===== src/rtl/rps_arb.sv =====
// -----------------------------------------------------------------------------
// rps_arb -- parametrised rotating-priority (round-robin) arbiter.
//
// Grants at most one of N requesters per cycle. The grant is registered and
// one-hot. The priority pointer moves to the index just past the most recent
// winner, so every persistent requester is served within N grants.
//
// Optional feature macro: RPS_ARB_LOCK_EN
//   defined   : a holder that keeps req and lock asserted (with en=1) is
//               re-granted and the pointer is frozen for the lock's duration.
//   undefined : the lock port is present but has no effect; every cycle
//               arbitrates normally.
//
// Parameters
//   N      number of requesters (>= 2, any value, not only powers of two)
//   PTR_W  index width, derived from N (do not override)
//
// Ports
//   clock    in   1      rising-edge system clock
//   reset    in   1      asynchronous active-high reset
//   req      in   N      request vector, bit i = requester i
//   en       in   1      arbitration enable; 0 forces no grant
//   lock     in   1      holder asks to keep its grant (lock build only)
//   gnt      out  N      registered one-hot (or zero) grant
//   gnt_idx  out  PTR_W  binary index of the granted requester, 0 if none
//   valid    out  1      grant present
//   count    out  PTR_W  priority pointer for the next arbitration
// -----------------------------------------------------------------------------
module rps_arb #(
  parameter int N     = 4,
  parameter int PTR_W = $clog2(N)
) (
  input  logic             clock,
  input  logic             reset,
  input  logic [N-1:0]     req,
  input  logic             en,
  input  logic             lock,
  output logic [N-1:0]     gnt,
  output logic [PTR_W-1:0] gnt_idx,
  output logic             valid,
  output logic [PTR_W-1:0] count
);

  // Highest legal index; incrementing past it wraps explicitly to zero so
  // pointer values >= N can never be produced.
  localparam logic [PTR_W-1:0] LAST_IDX = PTR_W'(N - 1);
  // N held one bit wider than the pointer so count+offset never overflows.
  localparam logic [PTR_W:0]   N_EXT    = (PTR_W + 1)'(N);

`ifdef RPS_ARB_LOCK_EN
  localparam logic LOCK_ON = 1'b1;
`else
  localparam logic LOCK_ON = 1'b0;
`endif

  // Registered state
  logic [N-1:0]     gnt_r;
  logic [PTR_W-1:0] gnt_idx_r;
  logic             valid_r;
  logic [PTR_W-1:0] count_r;
  logic             lock_flag_r;

  // Next-state values
  logic [N-1:0]     gnt_nxt_s;
  logic [PTR_W-1:0] gnt_idx_nxt_s;
  logic             valid_nxt_s;
  logic [PTR_W-1:0] count_nxt_s;
  logic             lock_flag_nxt_s;

  // Search results
  logic [PTR_W:0]   cand_s;
  logic             win_found_s;
  logic [PTR_W-1:0] win_idx_s;
  logic [N-1:0]     win_onehot_s;
  logic [PTR_W-1:0] win_inc_s;
  logic             keep_s;

  // Rotating search: visit count, count+1, ..., wrapping mod N; first hit wins.
  always_comb begin
    win_found_s = 1'b0;
    win_idx_s   = {PTR_W{1'b0}};
    cand_s      = {(PTR_W + 1){1'b0}};
    for (int k = 0; k < N; k++) begin
      cand_s = {1'b0, count_r} + (PTR_W + 1)'(k);
      cand_s = (cand_s >= N_EXT) ? (cand_s - N_EXT) : cand_s;
      if (!win_found_s && req[cand_s[PTR_W-1:0]]) begin
        win_found_s = 1'b1;
        win_idx_s   = cand_s[PTR_W-1:0];
      end else begin
        win_found_s = win_found_s;
        win_idx_s   = win_idx_s;
      end
    end
  end

  // Decode the winner to one-hot and form the pointer value just past it.
  always_comb begin
    win_onehot_s = {N{1'b0}};
    for (int i = 0; i < N; i++) begin
      win_onehot_s[i] = win_found_s && (win_idx_s == PTR_W'(i));
    end
    if (win_idx_s == LAST_IDX) begin
      win_inc_s = {PTR_W{1'b0}};
    end else begin
      win_inc_s = win_idx_s + PTR_W'(1);
    end
  end

  // Lock hold condition. A set lock flag always coincides with a valid grant,
  // so OR-ing it into the validity term does not change the condition.
  always_comb begin
    keep_s = LOCK_ON && en && lock && (valid_r || lock_flag_r) && req[gnt_idx_r];
  end

  // Next-state selection: disable, lock repeat, fresh grant or idle.
  always_comb begin
    gnt_nxt_s       = {N{1'b0}};
    gnt_idx_nxt_s   = {PTR_W{1'b0}};
    valid_nxt_s     = 1'b0;
    count_nxt_s     = count_r;
    lock_flag_nxt_s = 1'b0;
    if (!en) begin
      // Nothing granted, pointer held, lock released.
      gnt_nxt_s       = {N{1'b0}};
      gnt_idx_nxt_s   = {PTR_W{1'b0}};
      valid_nxt_s     = 1'b0;
      count_nxt_s     = count_r;
      lock_flag_nxt_s = 1'b0;
    end else if (keep_s) begin
      // Repeat the grant; the pointer already sits past the holder.
      gnt_nxt_s       = gnt_r;
      gnt_idx_nxt_s   = gnt_idx_r;
      valid_nxt_s     = 1'b1;
      count_nxt_s     = count_r;
      lock_flag_nxt_s = 1'b1;
    end else if (win_found_s) begin
      gnt_nxt_s       = win_onehot_s;
      gnt_idx_nxt_s   = win_idx_s;
      valid_nxt_s     = 1'b1;
      count_nxt_s     = win_inc_s;
      lock_flag_nxt_s = 1'b0;
    end else begin
      // Enabled but nobody requesting: idle, pointer held.
      gnt_nxt_s       = {N{1'b0}};
      gnt_idx_nxt_s   = {PTR_W{1'b0}};
      valid_nxt_s     = 1'b0;
      count_nxt_s     = count_r;
      lock_flag_nxt_s = 1'b0;
    end
  end

  // State register with asynchronous clear.
  always_ff @(posedge clock or posedge reset) begin
    if (reset) begin
      gnt_r       <= {N{1'b0}};
      gnt_idx_r   <= {PTR_W{1'b0}};
      valid_r     <= 1'b0;
      count_r     <= {PTR_W{1'b0}};
      lock_flag_r <= 1'b0;
    end else begin
      gnt_r       <= gnt_nxt_s;
      gnt_idx_r   <= gnt_idx_nxt_s;
      valid_r     <= valid_nxt_s;
      count_r     <= count_nxt_s;
      lock_flag_r <= lock_flag_nxt_s;
    end
  end

  // Outputs come straight from registers.
  always_comb begin
    gnt     = gnt_r;
    gnt_idx = gnt_idx_r;
    valid   = valid_r;
    count   = count_r;
  end

endmodule


===== config.mk =====
export PLATFORM = sky130hd
export DESIGN_NAME = rps_arb
export DESIGN_NICKNAME = d
export VERILOG_FILES = /design/src/rtl/rps_arb.sv
export SDC_FILE = /design/constraint.sdc
export NUM_CORES = 1
export LEC_CHECK = 0
export ABC_AREA = 1
export CORE_MARGIN = 1
export CORE_UTILIZATION = 50
export CTS_BUF_LIST = sky130_fd_sc_hd__clkbuf_8 sky130_fd_sc_hd__clkbuf_16
export DETAILED_ROUTE_END_ITERATION = 6
export PLACE_DENSITY_LB_ADDON = 0.1
export SYNTH_ARGS = -nofsm -noshare
export SYNTH_HDL_FRONTEND = slang
export SYNTH_SLANG_ARGS = --single-unit

===== constraint.sdc =====
create_clock -name clock -period 3.8 [get_ports clock]
set_clock_uncertainty 0.15 [all_clocks]
set_input_delay 1.14 -clock clock [delete_from_list [all_inputs] [get_ports clock]]
set_output_delay 1.14 -clock clock [all_outputs]
set_load 0.005 [all_outputs]

==> results of run 1 <==
cell families (layout without fill, tap and decap cells):
kind of cell / Yosys count / in the layout / synth area share, %
adders and majority gates: 4 / 4 / 7.37
AOI/OAI and AO/OA: 1 / 1 / 0.736
and+or+nand+nor: 63 / 63 / 47.7
DFF: 9 / 9 / 33.1
buffers and inverters: 18 / 36 / 11.0
cell type report:
| cell class | instances | area share (%) |
|---|---|---|
| Sequential cell | 9 | 25.6 |
| Timing Repair Buffer | 15 | 17.0 |
| Clock inverter | 1 | 0.426 |
| Multi-Input combinational cell | 68 | 43.0 |
| Inverter | 17 | 7.24 |
| Tap cell | 14 | 1.99 |
| Clock buffer | 3 | 4.69 |
per-layer routing:
| layer | part of all wire, % | vias to the layer above | wire length [um] |
|---|---|---|---|
| met5 | 0 | - | 0 |
| met4 | 0.53 | 0 | 8 |
| met1 | 49 | 284 | 733 |
| met3 | 5.9 | 2 | 89 |
| li1 | - | 320 | - |
| met2 | 45 | 22 | 676 |
power by group through the flow:
stage / Clock, mW / Combinational (mW) / Sequential, mW
2_1_floorplan: 0 / 0.418 / 0.153
3_3_place_gp: 0 / 0.524 / 0.163
3_5_place_dp: 0 / 0.539 / 0.163
4_1_cts: 0.108 / 0.568 / 0.162
5_1_grt: 0.112 / 0.637 / 0.166
6_report: 0.108 / 0.572 / 0.163
per-stage QoR:
step / area, um2 / setup slack, ns / total power [mW]
5_1_grt: 881 / 0.669 / 0.915
4_1_cts: 881 / 0.839 / 0.838
3_5_place_dp: 836 / 0.677 / 0.702
3_3_place_gp: 836 / 0.693 / 0.687
2_1_floorplan: 679 / 1.26 / 0.571
6_report: 881 / 0.823 / 0.843
registers in the layout, summed over array words and instances, names as in the netlist:
register,flops
gnt,4
valid,1
gnt_idx,2
count,2
cells in the mapped netlist:
| cell | number |
|---|---|
| nand2_1 | 37 |
| o21ai_1 | 1 |
| buf_6 | 1 |
| nand2_2 | 4 |
| inv_1 | 15 |
| nand3_1 | 9 |
| nand2_4 | 3 |
| nand3_2 | 1 |
| nor2_1 | 5 |
| nand4_1 | 1 |
| nand3b_4 | 1 |
| nor2_2 | 1 |
| nor2_8 | 1 |
| inv_2 | 2 |
| dfrtp_1 | 9 |
| ha_1 | 4 |
worst max-delay path, stage by stage:
cell and delay [ns]:
clkdlybuf4s50_1 0.48, inv_1 0.06, nand2_2 0.06, nand3_1 0.13, nand2_2 0.16, inv_1 0.07, nand2_1 0.06, nand2_1 0.06
nand3_1 0.16, inv_1 0.10, ha_1 0.32, nand3_1 0.09, nand2_1 0.06
worst max path at each step:
stage                      endpoint  cells past startpoint  slack, ns
6_report       count[1]$_DFFE_PP0P_                     13       0.82
3_5_place_dp   count[1]$_DFFE_PP0P_                     13       0.68
2_1_floorplan  count[1]$_DFFE_PP0P_                     11       1.26
3_3_place_gp   count[1]$_DFFE_PP0P_                     13       0.69
4_1_cts        count[1]$_DFFE_PP0P_                     13       0.84
5_1_grt        count[1]$_DFFE_PP0P_                     13       0.67
==> impl_metrics.yaml, run 1 <==
sta:
  fin_setup_tns_ns: 0
  fin_crit_sh_pct: 78.4
  holdWs_ns: 0.506
  final_max_slew_viol_count: 0
  fmax_ghz: 0.336
  max_slew_margin_pct: 73.5
  worst_slew_pin_slew_ns: 0.397
  rsz0062_at_grt: "false"
  setup_viol: 0
  finalHoldViolations: 0
  period_needed_ns: 2.98
synthesis:
  synth.largest_area_cell: "dfrtp_1"
  yosys.area.top_type_share_pct: 33.1
  ys_seq_area_share_pct: 33.1
  yosys-top-cells-area: "dfrtp_1 (33%), nand2_1 (20%), inv_1 (8.3%)"
  synth.distinct_cells: 16
  avgSynthCellArea_um2: 7.15
  syn-num-nets: 107
  ys.warnings.count: 0
  syn_area_um2: 679
  synthCells: 95
  ys_seq_elements: 9
setup_path:
  reg2reg_depth: 12
  r2r_end: "count[1]$_DFFE_PP0P_"
  end_kind: "flip-flop"
  cp-startpoint: "req[3]"
  cp-start-kind: "input pin"
  critPathArrivalTime_ns: 2.94
  cp.required_ns: 3.77
  r2r_slack_ns: 1.44
  worstSetupPathType: "in -> reg"
  timing.rr.start: "count[0]$_DFFE_PP0P_"
  crit_fanout: 3
layout:
  filler_cell_count: 93
  fin_util_pct: 74.3
  diodes: 0
  nNetsFinal: 126
  area_growth_pct: 29.7
  ff_latch_area_um2: 225
  multi_input_area_um2: 379
  drive_above_1_share_pct: 14.2
  fin_cells: 127
  final_common_cell: "nand2_1"
  final_cell_mix: "nand2_1 (37), inv_1 (16), clkdlybuf4s50_1 (15)"
worst_hold_path:
  min_path_type: "reg -> reg"
  min_path_cells: 2
  worstHoldStart: "count[1]$_DFFE_PP0P_"
  min_to: "count[1]$_DFFE_PP0P_"
drt:
  viasPerCell: 4.94
  drc: 0
  dr.pass1.iters: 4
  drtIter0Drc: 40
  ant_nets: 0
  num_vias: 628
  wirelength_um: 1510
  post_drt_wl_per_cell_um: 11.9
cts:
  clock_latency_ns: 0.23
  cts.root.buffer_cell: "clkbuf_8"
  cts_made_buffers: 3
  clk_pin_slew_worst_paths_ns: 0.04
  ctsHoldBuffers: 0
  cts_setup_buffers: 0
  cts_sinks: 9
  cts_resized: 0
  clock_path_buffers: 2
  h-tree-depth: 1
  tritoncts: "done"
grt:
  grt_max_degree: 13
  use_met2_pct: 36.7
  grt-busiest-layer: "met2"
  grtUsageTotal_pct: 23.2
  gr-usage-met3_pct: 6.94
  antenna_found_initial: 0
  grt_pass1_vias: 549
  grt_pass1_wl_um: 2340
  use_met1_pct: 31.0
  grt.overflow.total: 0
place:
  gp_congestion: 0.862
  dp.cells: 123
  hpwl_um: 1070
  port_buffers: 15
floorplanning:
  die_area_um2: 1510
  io_pins: 17
  initial_utilization_pct: 57.3
  rows: 12
  fp.dieW_um: 38.9
  die_h_um: 38.9
  core_area_um2: 1190
power_and_ir_drop:
  combPwrFrac_pct: 67.9
  clockPowerShare_pct: 12.8
  p_per_area_nw_per_um2: 956
  max-vdd-ir-drop_v: 0.000672
  swShare_pct: 49.7
  power.switching_uw: 419
  p_int_uw: 423
  power_frac_seq_pct: 19.3
  p_leak_nw: 0.514
run:
  maxCapViolCount: 0
run_status:
  outcome: "finished clean"
(Power assumes the default switching activity.)
==> run 2, diff against run 1 <==
--- a/config.mk
+++ b/config.mk
@@ -7,7 +7,7 @@
 export LEC_CHECK = 0
 export ABC_AREA = 1
 export CORE_MARGIN = 1
-export CORE_UTILIZATION = 50
+export CORE_UTILIZATION = 47
 export CTS_BUF_LIST = sky130_fd_sc_hd__clkbuf_8 sky130_fd_sc_hd__clkbuf_16
 export DETAILED_ROUTE_END_ITERATION = 6
 export PLACE_DENSITY_LB_ADDON = 0.1
==> constraint.sdc (replaced) <==
create_clock -name clock -period 3.1 [get_ports clock]
set_clock_uncertainty 0.15 [all_clocks]
set_input_delay 0.93 -clock clock [delete_from_list [all_inputs] [get_ports clock]]
set_output_delay 0.93 -clock clock [all_outputs]
set_load 0.005 [all_outputs]
==> impl_metrics.yaml, run 2 (synthesized netlist as in run 1, its figures left out) <==
run_status:
  outcome: "finished clean"
floorplanning:
  core_area_um2: 1320
  io_pins: 17
  fp.dieW_um: 40.0
  die_area_um2: 1600
  die_h_um: 40.0
  initial_utilization_pct: 51.6
  rows: 13
sta:
  fin_setup_tns_ns: 0
  worst_slack_ns: 0.434
  fin_crit_sh_pct: 86.0
  period_needed_ns: 2.67
  rsz0062_at_grt: "false"
  fmax_ghz: 0.375
  worst_slew_pin_slew_ns: 0.394
  final_max_slew_viol_count: 0
  holdWs_ns: 0.489
  max_slew_margin_pct: 73.7
  finalHoldViolations: 0
  setup_viol: 0
place:
  port_buffers: 15
  gp_congestion: 0.788
  dp.cells: 124
  hpwl_um: 932
  post_dp_cell_area_um2: 837
  pre_cts_slack_ns: 0.201
cts:
  cts.root.buffer_cell: "clkbuf_8"
  cts_resized: 0
  clk_pin_slew_worst_paths_ns: 0.04
  cts_made_buffers: 3
  ctsHoldBuffers: 0
  clock_latency_ns: 0.23
  tritoncts: "done"
  cts_setup_buffers: 0
  clock_path_buffers: 2
  h-tree-depth: 1
  cts_sinks: 9
worst_hold_path:
  min_path_cells: 2
  min_to: "count[1]$_DFFE_PP0P_"
  worstHoldStart: "count[1]$_DFFE_PP0P_"
  min_path_type: "reg -> reg"
power_and_ir_drop:
  p_per_area_nw_per_um2: 1120
  p_leak_nw: 0.514
  total_power_uw: 991
  max-vdd-ir-drop_v: 0.000617
layout:
  final_cell_mix: "nand2_1 (37), inv_1 (16), clkdlybuf4s50_1 (15)"
  fin_cells: 128
  largest_reg_flops: 4
  stdcell_area_um2: 882
  drive_above_1_share_pct: 14.2
  nNetsFinal: 126
  area_growth_pct: 29.8
  final_common_cell: "nand2_1"
  filler_cell_count: 117
  fin_util_pct: 67.0
  diodes: 0
setup_path:
  cp-start-kind: "input pin"
  r2r_slack_ns: 0.86
  timing.rr.start: "count[0]$_DFFE_PP0P_"
  critPathBufInv: 4
  worstSetupPathType: "in -> reg"
  cp_top_family: "simple AND/OR/NAND/NOR gates"
  slowest_stage: "clkdlybuf4s50_1"
  r2r_end: "count[1]$_DFFE_PP0P_"
  crit_fanout: 3
  critPathArrivalTime_ns: 2.63
  cp.required_ns: 3.07
  slowest_delay_ns: 0.47
  reg2reg_depth: 12
  end_kind: "flip-flop"
  worstPathCellList: "clkdlybuf4s50_1 -> inv_1 -> nand2_2 -> nand3_1 -> nand2_2 -> inv_1 -> nand2_1 -> nand2_1 -> nand3_1 -> inv_1 -> ha_1 -> nand3_1 -> nand2_1"
grt:
  grt.overflow.total: 0
  grtUsageTotal_pct: 19.7
  grt_max_degree: 13
  grt_pass1_vias: 485
  antenna_found_initial: 0
  grt_pass1_wl_um: 2010
drt:
  drtIter0Drc: 17
  post_drt_wl_per_cell_um: 9.84
  drc: 0
  viasPerCell: 4.81
  dr.pass1.iters: 4
  num_vias: 616
  wirelength_um: 1260
  ant_nets: 0
run:
  maxCapViolCount: 0
-- run 2: worst max path at each step --
stage / start / to / slack (ns) / depth (start not counted)
after floorplan: req[3] / count[1]$_DFFE_PP0P_ / 0.77 / 11
final: req[3] / count[1]$_DFFE_PP0P_ / 0.43 / 13
after detailed placement: req[3] / count[1]$_DFFE_PP0P_ / 0.20 / 12
after global routing: req[3] / count[1]$_DFFE_PP0P_ / 0.23 / 13
after global placement: req[3] / count[1]$_DFFE_PP0P_ / 0.21 / 12
after CTS: req[3] / count[1]$_DFFE_PP0P_ / 0.43 / 13
-- run 2: layer usage --
layer  vias to the layer above  GRT usage, %  share of wire [%]
met5                         -             0                  0
met1                       275          26.0                 47
met4                         0          5.17                  0
met2                        20          29.0                 47
li1                        321             -                  -
met3                         0          8.33                6.1
-- run 2: worst register-to-register path, cell delays in order, from the launching register on --
cell	delay (ns)
dfrtp_1	0.57
inv_2	0.16
nand2_1	0.09
nand2_1	0.08
nand2_1	0.12
nand2_4	0.08
nor2_8	0.11
nand3b_4	0.11
nand3_1	0.14
inv_1	0.08
ha_1	0.29
nand3_1	0.08
nand2_1	0.05
-- run 2: layout make-up --
cell class / count / area (um2) / area share (%)
clock buffers: 3 / 41.3 / 4.68
inverters: 17 / 63.8 / 7.23
clock inverters: 1 / 3.75 / 0.426
multi-input cells: 68 / 379 / 43.0
flip-flops and latches: 9 / 225 / 25.5
repair buffers: 15 / 150 / 17.0
well taps: 15 / 18.8 / 2.13
-- run 2: power breakdown --
group / internal [mW] / leakage [nW] / switching (mW)
combinational: 0.266 / 0.370 / 0.395
sequential: 0.158 / 0.117 / 0.0414
clock: 0.0860 / 0.0269 / 0.0437
